===== src/rtl/paddle_ctrl.sv =====
// paddle_ctrl: owns both paddle positions and updates them once per frame.
// Raw buttons are synchronized, then a single clamp/step datapath is shared
// between the players: P1 in the UPD1 slot, P2 in the UPD2 slot.
//
// state | meaning
// ------+---------------------------------------------------------------
// IDLE  | waiting for frame_tick; positions frozen
// UPD1  | shared datapath applies the move rule to player 1
// UPD2  | shared datapath applies the move rule to player 2
// DONE  | both paddles updated; update_done is high for this cycle
module paddle_ctrl #(
    parameter int VS          = 480,
    parameter int HEIGHT      = 120,
    parameter int STEP        = 20,
    parameter int RESET_Y     = 180,
    parameter int HOLD_FRAMES = 4
) (
    input  logic       clk,
    input  logic       reset,
    input  logic       frame_tick,
    input  logic       P1_up,
    input  logic       P1_down,
    input  logic       P2_up,
    input  logic       P2_down,
    output logic [9:0] P1_paddle_y,
    output logic [9:0] P2_paddle_y,
    output logic       busy,
    output logic       update_done
);

    localparam logic [1:0] S_IDLE = 2'd0;
    localparam logic [1:0] S_UPD1 = 2'd1;
    localparam logic [1:0] S_UPD2 = 2'd2;
    localparam logic [1:0] S_DONE = 2'd3;

    localparam logic [10:0] C_VS      = 11'(VS);
    localparam logic [10:0] C_HEIGHT  = 11'(HEIGHT);
    localparam logic [10:0] C_STEP    = 11'(STEP);
    localparam logic [10:0] C_LIMIT   = 11'(VS - HEIGHT);
    localparam logic [9:0]  C_RESET_Y = 10'(RESET_Y);
    localparam logic [2:0]  C_HOLD    = 3'(HOLD_FRAMES);

    // Button vector layout: {P2_down, P2_up, P1_down, P1_up}
    logic [3:0] w_btn_raw;
    logic [3:0] r_btn_meta;
    logic [3:0] r_btn_sync;

    logic [1:0] r_state;
    logic [1:0] w_state_nxt;
    logic       r_busy;
    logic       r_update_done;

    logic [9:0] r_p1_y;
    logic [9:0] r_p2_y;
    logic [2:0] r_p1_hold;
    logic [2:0] r_p2_hold;
    logic       r_p1_last;   // 1 = last accepted move was down
    logic       r_p2_last;

    // Shared datapath operands, selected by which update slot is active
    logic        w_slot_p2;
    logic [9:0]  w_y;
    logic        w_up;
    logic        w_dn;
    logic [2:0]  w_hold;
    logic        w_last;

    logic        w_move;
    logic [2:0]  w_hold_nxt;
    logic        w_last_nxt;

    logic [10:0] w_y_ext;
    logic [10:0] w_down_sum;
    logic [10:0] w_down_y;
    logic [10:0] w_up_y;
    logic [9:0]  w_y_nxt;

    assign w_btn_raw = {P2_down, P2_up, P1_down, P1_up};

    // Two-flop synchronizer on every raw button
    always_ff @(posedge clk or negedge reset) begin
        if (!reset) begin
            r_btn_meta <= 4'b0000;
            r_btn_sync <= 4'b0000;
        end else begin
            r_btn_meta <= w_btn_raw;
            r_btn_sync <= r_btn_meta;
        end
    end

    // Frame sequencing; ticks seen outside IDLE are dropped, not queued
    always_comb begin
        w_state_nxt = r_state;
        case (r_state)
            S_IDLE:  if (frame_tick) w_state_nxt = S_UPD1;
            S_UPD1:  w_state_nxt = S_UPD2;
            S_UPD2:  w_state_nxt = S_DONE;
            S_DONE:  w_state_nxt = S_IDLE;
            default: w_state_nxt = S_IDLE;
        endcase
    end

    // State register plus registered busy/update_done decoded from next state
    always_ff @(posedge clk or negedge reset) begin
        if (!reset) begin
            r_state       <= S_IDLE;
            r_busy        <= 1'b0;
            r_update_done <= 1'b0;
        end else begin
            r_state       <= w_state_nxt;
            r_busy        <= (w_state_nxt != S_IDLE);
            r_update_done <= (w_state_nxt == S_DONE);
        end
    end

    assign w_slot_p2 = (r_state == S_UPD2);
    assign w_y       = w_slot_p2 ? r_p2_y        : r_p1_y;
    assign w_up      = w_slot_p2 ? r_btn_sync[2] : r_btn_sync[0];
    assign w_dn      = w_slot_p2 ? r_btn_sync[3] : r_btn_sync[1];
    assign w_hold    = w_slot_p2 ? r_p2_hold     : r_p1_hold;
    assign w_last    = w_slot_p2 ? r_p2_last     : r_p1_last;

    // Press / auto-repeat decision for the player in the current slot
    always_comb begin
        w_move     = 1'b0;
        w_hold_nxt = w_hold;
        w_last_nxt = w_last;
        if (w_up == w_dn) begin
            w_hold_nxt = 3'd0;
        end else if ((w_hold == 3'd0) || (w_dn != w_last)) begin
            w_move     = 1'b1;
            w_hold_nxt = 3'd1;
            w_last_nxt = w_dn;
        end else if (w_hold < C_HOLD) begin
            w_hold_nxt = w_hold + 3'd1;
        end else begin
            w_move     = 1'b1;
        end
    end

    // Clamp/step in 11 bits so y+STEP+HEIGHT cannot wrap before the compare
    assign w_y_ext    = {1'b0, w_y};
    assign w_down_sum = w_y_ext + C_STEP + C_HEIGHT;
    assign w_down_y   = (w_down_sum <= C_VS) ? (w_y_ext + C_STEP) : C_LIMIT;
    assign w_up_y     = (w_y_ext >= C_STEP) ? (w_y_ext - C_STEP) : 11'd0;
    assign w_y_nxt    = !w_move ? w_y : (w_dn ? 10'(w_down_y) : 10'(w_up_y));

    // Per-player state only changes in its own slot
    always_ff @(posedge clk or negedge reset) begin
        if (!reset) begin
            r_p1_y    <= C_RESET_Y;
            r_p2_y    <= C_RESET_Y;
            r_p1_hold <= 3'd0;
            r_p2_hold <= 3'd0;
            r_p1_last <= 1'b0;
            r_p2_last <= 1'b0;
        end else begin
            if (r_state == S_UPD1) begin
                r_p1_y    <= w_y_nxt;
                r_p1_hold <= w_hold_nxt;
                r_p1_last <= w_last_nxt;
            end
            if (r_state == S_UPD2) begin
                r_p2_y    <= w_y_nxt;
                r_p2_hold <= w_hold_nxt;
                r_p2_last <= w_last_nxt;
            end
        end
    end

    assign P1_paddle_y = r_p1_y;
    assign P2_paddle_y = r_p2_y;
    assign busy        = r_busy;
    assign update_done = r_update_done;

endmodule


===== config.mk =====
export PLATFORM = sky130hd
export DESIGN_NAME = paddle_ctrl
export DESIGN_NICKNAME = d
export VERILOG_FILES = /design/src/rtl/paddle_ctrl.sv
export SDC_FILE = /design/constraint.sdc
export NUM_CORES = 1
export LEC_CHECK = 0
export BUFFER_PORTS_ARGS = -buffer_cell sky130_fd_sc_hd__buf_4
export CORE_MARGIN = 2
export CORE_UTILIZATION = 45
export DETAILED_ROUTE_END_ITERATION = 10
export PLACE_DENSITY = 0.66
export SLEW_MARGIN = 10
export SYNTH_ARGS = -nofsm -noshare
export SYNTH_HDL_FRONTEND = slang
export SYNTH_SLANG_ARGS = --single-unit

===== constraint.sdc =====
create_clock -name clk -period 3.75 [get_ports clk]
set_input_delay 0.375 -clock clk [delete_from_list [all_inputs] [get_ports clk]]
set_output_delay 0.375 -clock clk [all_outputs]
set_load 0.01 [all_outputs]

==> results.yml <==
setup_path:
  required_ps: 3940
  start_kind: "register"
  crit_family: "compound AO/OA/AOI/OAI gates"
  crit_buf_inv: 3
  slowest_stage: "or4_4"
  worstSetupPathType: "reg -> reg"
  cp_cell_sequence: "inv_1 -> ha_2 -> nor2_1 -> nor2_1 -> a21oi_2 -> inv_1 -> ha_1 -> buf_4 -> ha_1 -> o41ai_2 -> o221ai_1 -> or4_4 -> a211oi_4 -> o21ai_2 -> o2bb2ai_1"
  timing.rr.start: "r_state[0]$_DFF_PN0_"
  path_max_fanout: 8
  worst_setup_path_end_kind: "register"
  cpPeakStageDelay_ps: 630
  crit_path_start: "r_state[0]$_DFF_PN0_"
  crit_arrival_ps: 3640
sta:
  grt_setup_unrepaired: "no"
  max_slew_margin_pct: 63.4
  slew_violations: 0
  finalSetupViolCount: 0
  tns_ps: 0
  fmax_ghz: 0.289
  hold_viol: 0
  tightest_slew_ps: 543
  clock_skew_ps: 20.4
  fin_crit_ps: 3450
  post-route-period-util_pct: 92.1
clock_network:
  path_clk_slew_ps: 110
  cts_tree: "yes"
  clockRootBuffer: "clkbuf_8"
  htreeDepth: 2
  numCtsBuffers: 5
  cts_max_path_buffers: 2
  cts.sink_count: 40
  ctsHoldBuffers: 0
  clkLatencyLatePin_ps: 310
drt:
  viasPerCell: 5.81
  antenna_left: 0
  wl_um: 7040
  drc: 0
  dr.pass1.iters: 5
  wire_per_inst_um: 17.2
  num_vias: 2377
  drt-initial-drc-count: 182
yosys:
  syn_avg_cell_area_um2: 9.24
  netlist_instances: 299
  yosys.area.top_type: "dfrtp_1"
  synthAdderAreaFrac_pct: 3.53
  syn_area_um2: 2760
  ys.flop_type: "dfrtp_1"
  synth_top_family_by_area: "compound AO/OA/AOI/OAI gates"
  yosys.area_share.simple_pct: 14.4
  synthTopCellsByArea: "dfrtp_1 29%, dfstp_2 7.6%, a21oi_1 4.3%"
  yosys_warnings: 0
  muxShareOfSynthArea_pct: 8.15
  yosysSeqAreaShare_pct: 36.6
  synth_xor_area_share_pct: 3.17
  synth-compound-area-share_pct: 25.9
  synthDistinctLibCells: 69
  synth_edf_count: 0
  syn-num-nets: 313
  yosysTopAreaCellShare_pct: 29.0
  synth-seq-cells: 40
  async_reset_ff_share_pct: 100
pwr:
  p_leak_nw: 1.35
  switchingPower_mw: 1.71
  p_int_mw: 1.79
  peakVddDrop_mv: 0.365
  p_comb_share_pct: 67.3
  clkPwrFrac_pct: 10.9
  switching_share_pct: 48.8
  seq_power_share_pct: 21.8
  p_per_area_nw_per_um2: 1110
floorplanning:
  die_w_um: 82.4
  dieArea_um2: 6780
  pin_count: 29
  die_h_um: 82.4
  core_area_um2: 5920
  rows: 28
  start_util_pct: 46.7
global_routing:
  first_global_vias: 2216
  grtUsageTotal_pct: 23.0
  grt_first_pass_wirelength_um: 11700
  antenna_found_initial: 0
  gr-total-overflow: 0
  grt_max_degree: 41
final_layout:
  drive_gt1_share_pct: 25.7
  diodes: 0
  syn_to_final_growth_pct: 14.2
  instances_no_fill: 409
  fin_util_pct: 53.3
  num-fill-cells: 560
  nets: 347
worst_hold_path:
  hp-class: "in -> async"
placed_design:
  place_inst: 401
  hpwlAfterDp_um: 5010
  port_buffers: 28
  place.gp.congestion: 1.00
run_status:
  outcome: "completed"
run:
  cap_violations: 0
==> cell usage after synthesis, types with 2 or more instances <==
cell type  count
dfrtp_1       32
nand2_1       31
a21oi_1       24
inv_1         21
o21ai_0       20
nor2_1        19
a31oi_1        8
dfstp_2        8
mux2_2         8
nand3_1        8
xnor2_1        8
buf_6          7
ha_1           7
mux2i_1        7
o22ai_1        5
a211oi_1       4
clkbuf_1       4
nand3b_1       4
nor3_1         4
o2bb2ai_1      4
nand2b_1       3
o31ai_1        3
or3_1          3
a21boi_0       2
a22oi_1        2
a311oi_1       2
and3_1         2
clkbuf_8       2
mux2i_2        2
nor3b_1        2
o21a_1         2
o221ai_1       2
o31a_1         2
xor2_1         2
==> cell families after synthesis <==
kind of cell               count (synthesis)
AOI/OAI and AO/OA                        102
xor gates and xnor gates                  10
adders and majority gates                  8
buffers and inverters                     37
DFF                                       40
muxes                                     19
and+or+nand+nor                           83
==> layout by cell type, fill, tap and decap left out, types with 19 or more instances in the layout <==
master,n
a21oi_1,23
nor2_1,19
dfrtp_1,32
buf_4,43
inv_1,21
nand2_1,31
o21ai_0,20
==> state kept, by name, summed over array words and instances (netlist names), 2 cells and up <==
name and count:
r_state 2, P1_paddle_y 10, r_btn_sync 4, r_p2_hold 3
r_btn_meta 4, r_p1_hold 3, P2_paddle_y 10
==> through the flow <==
step	total power, mW	setup slack (ps)	hold WS (ps)	area [um2]
finish	3.50	295	31.5	3160
global route	3.80	76.5	67.1	3160
detailed placement	3.08	195	335	3040
CTS	3.48	171	43.9	3150
global placement	3.05	294	334	3040
floorplan	2.48	54.7	79.4	2770
==> area by class of cell <==
cell class	instances	area, um2	share of cell area, %
well taps	75	93.8	2.97
inverters	21	78.8	2.50
multi-input cells	222	1530	48.6
repair buffers	43	323	10.2
clock buffers	5	68.8	2.18
flip-flops and latches	40	1010	32.0
clock inverters	3	46.3	1.47
==> metal layers <==
layer  track usage [%]  up-vias  share of wire, %
li1                  -     1155                 -
met4              7.50        0               1.8
met5                 0        -                 0
met1              34.4     1132                49
met2              34.0       80                44
met3              3.26       10               5.4
==> repair_timing <==
item	4_1_cts	5_1_grt
endpoints found under the setup margin	0	10
buffers inserted	0	0
endpoints found under the hold margin	0	0
gates resized for setup	0	1
==> final timing paths <==
path	end	slack [ps]	cells after the start
max reg2reg	P1_paddle_y[0]$_DFFE_PN0N_	300	15
max in group asynchronous	P2_paddle_y[4]$_DFFE_PN1P_	3340	1
min reg2reg	r_btn_sync[0]$_DFF_PN0_	350	0
max	P1_paddle_y[0]$_DFFE_PN0N_	300	15
min in group clk	r_btn_meta[3]$_DFF_PN0_	180	1
min	P2_paddle_y[9]$_DFFE_PN0P_	30	1
==> power groups by stage <==
stage                     Clock, mW  Sequential (mW)  Combinational (mW)
after global routing          0.400            0.788                2.61
after CTS                     0.387            0.764                2.32
after floorplan                   0            0.769                1.71
after detailed placement          0            0.771                2.31
final                         0.382            0.764                2.35
after global placement            0            0.766                2.29
(Power assumes the default switching activity.)
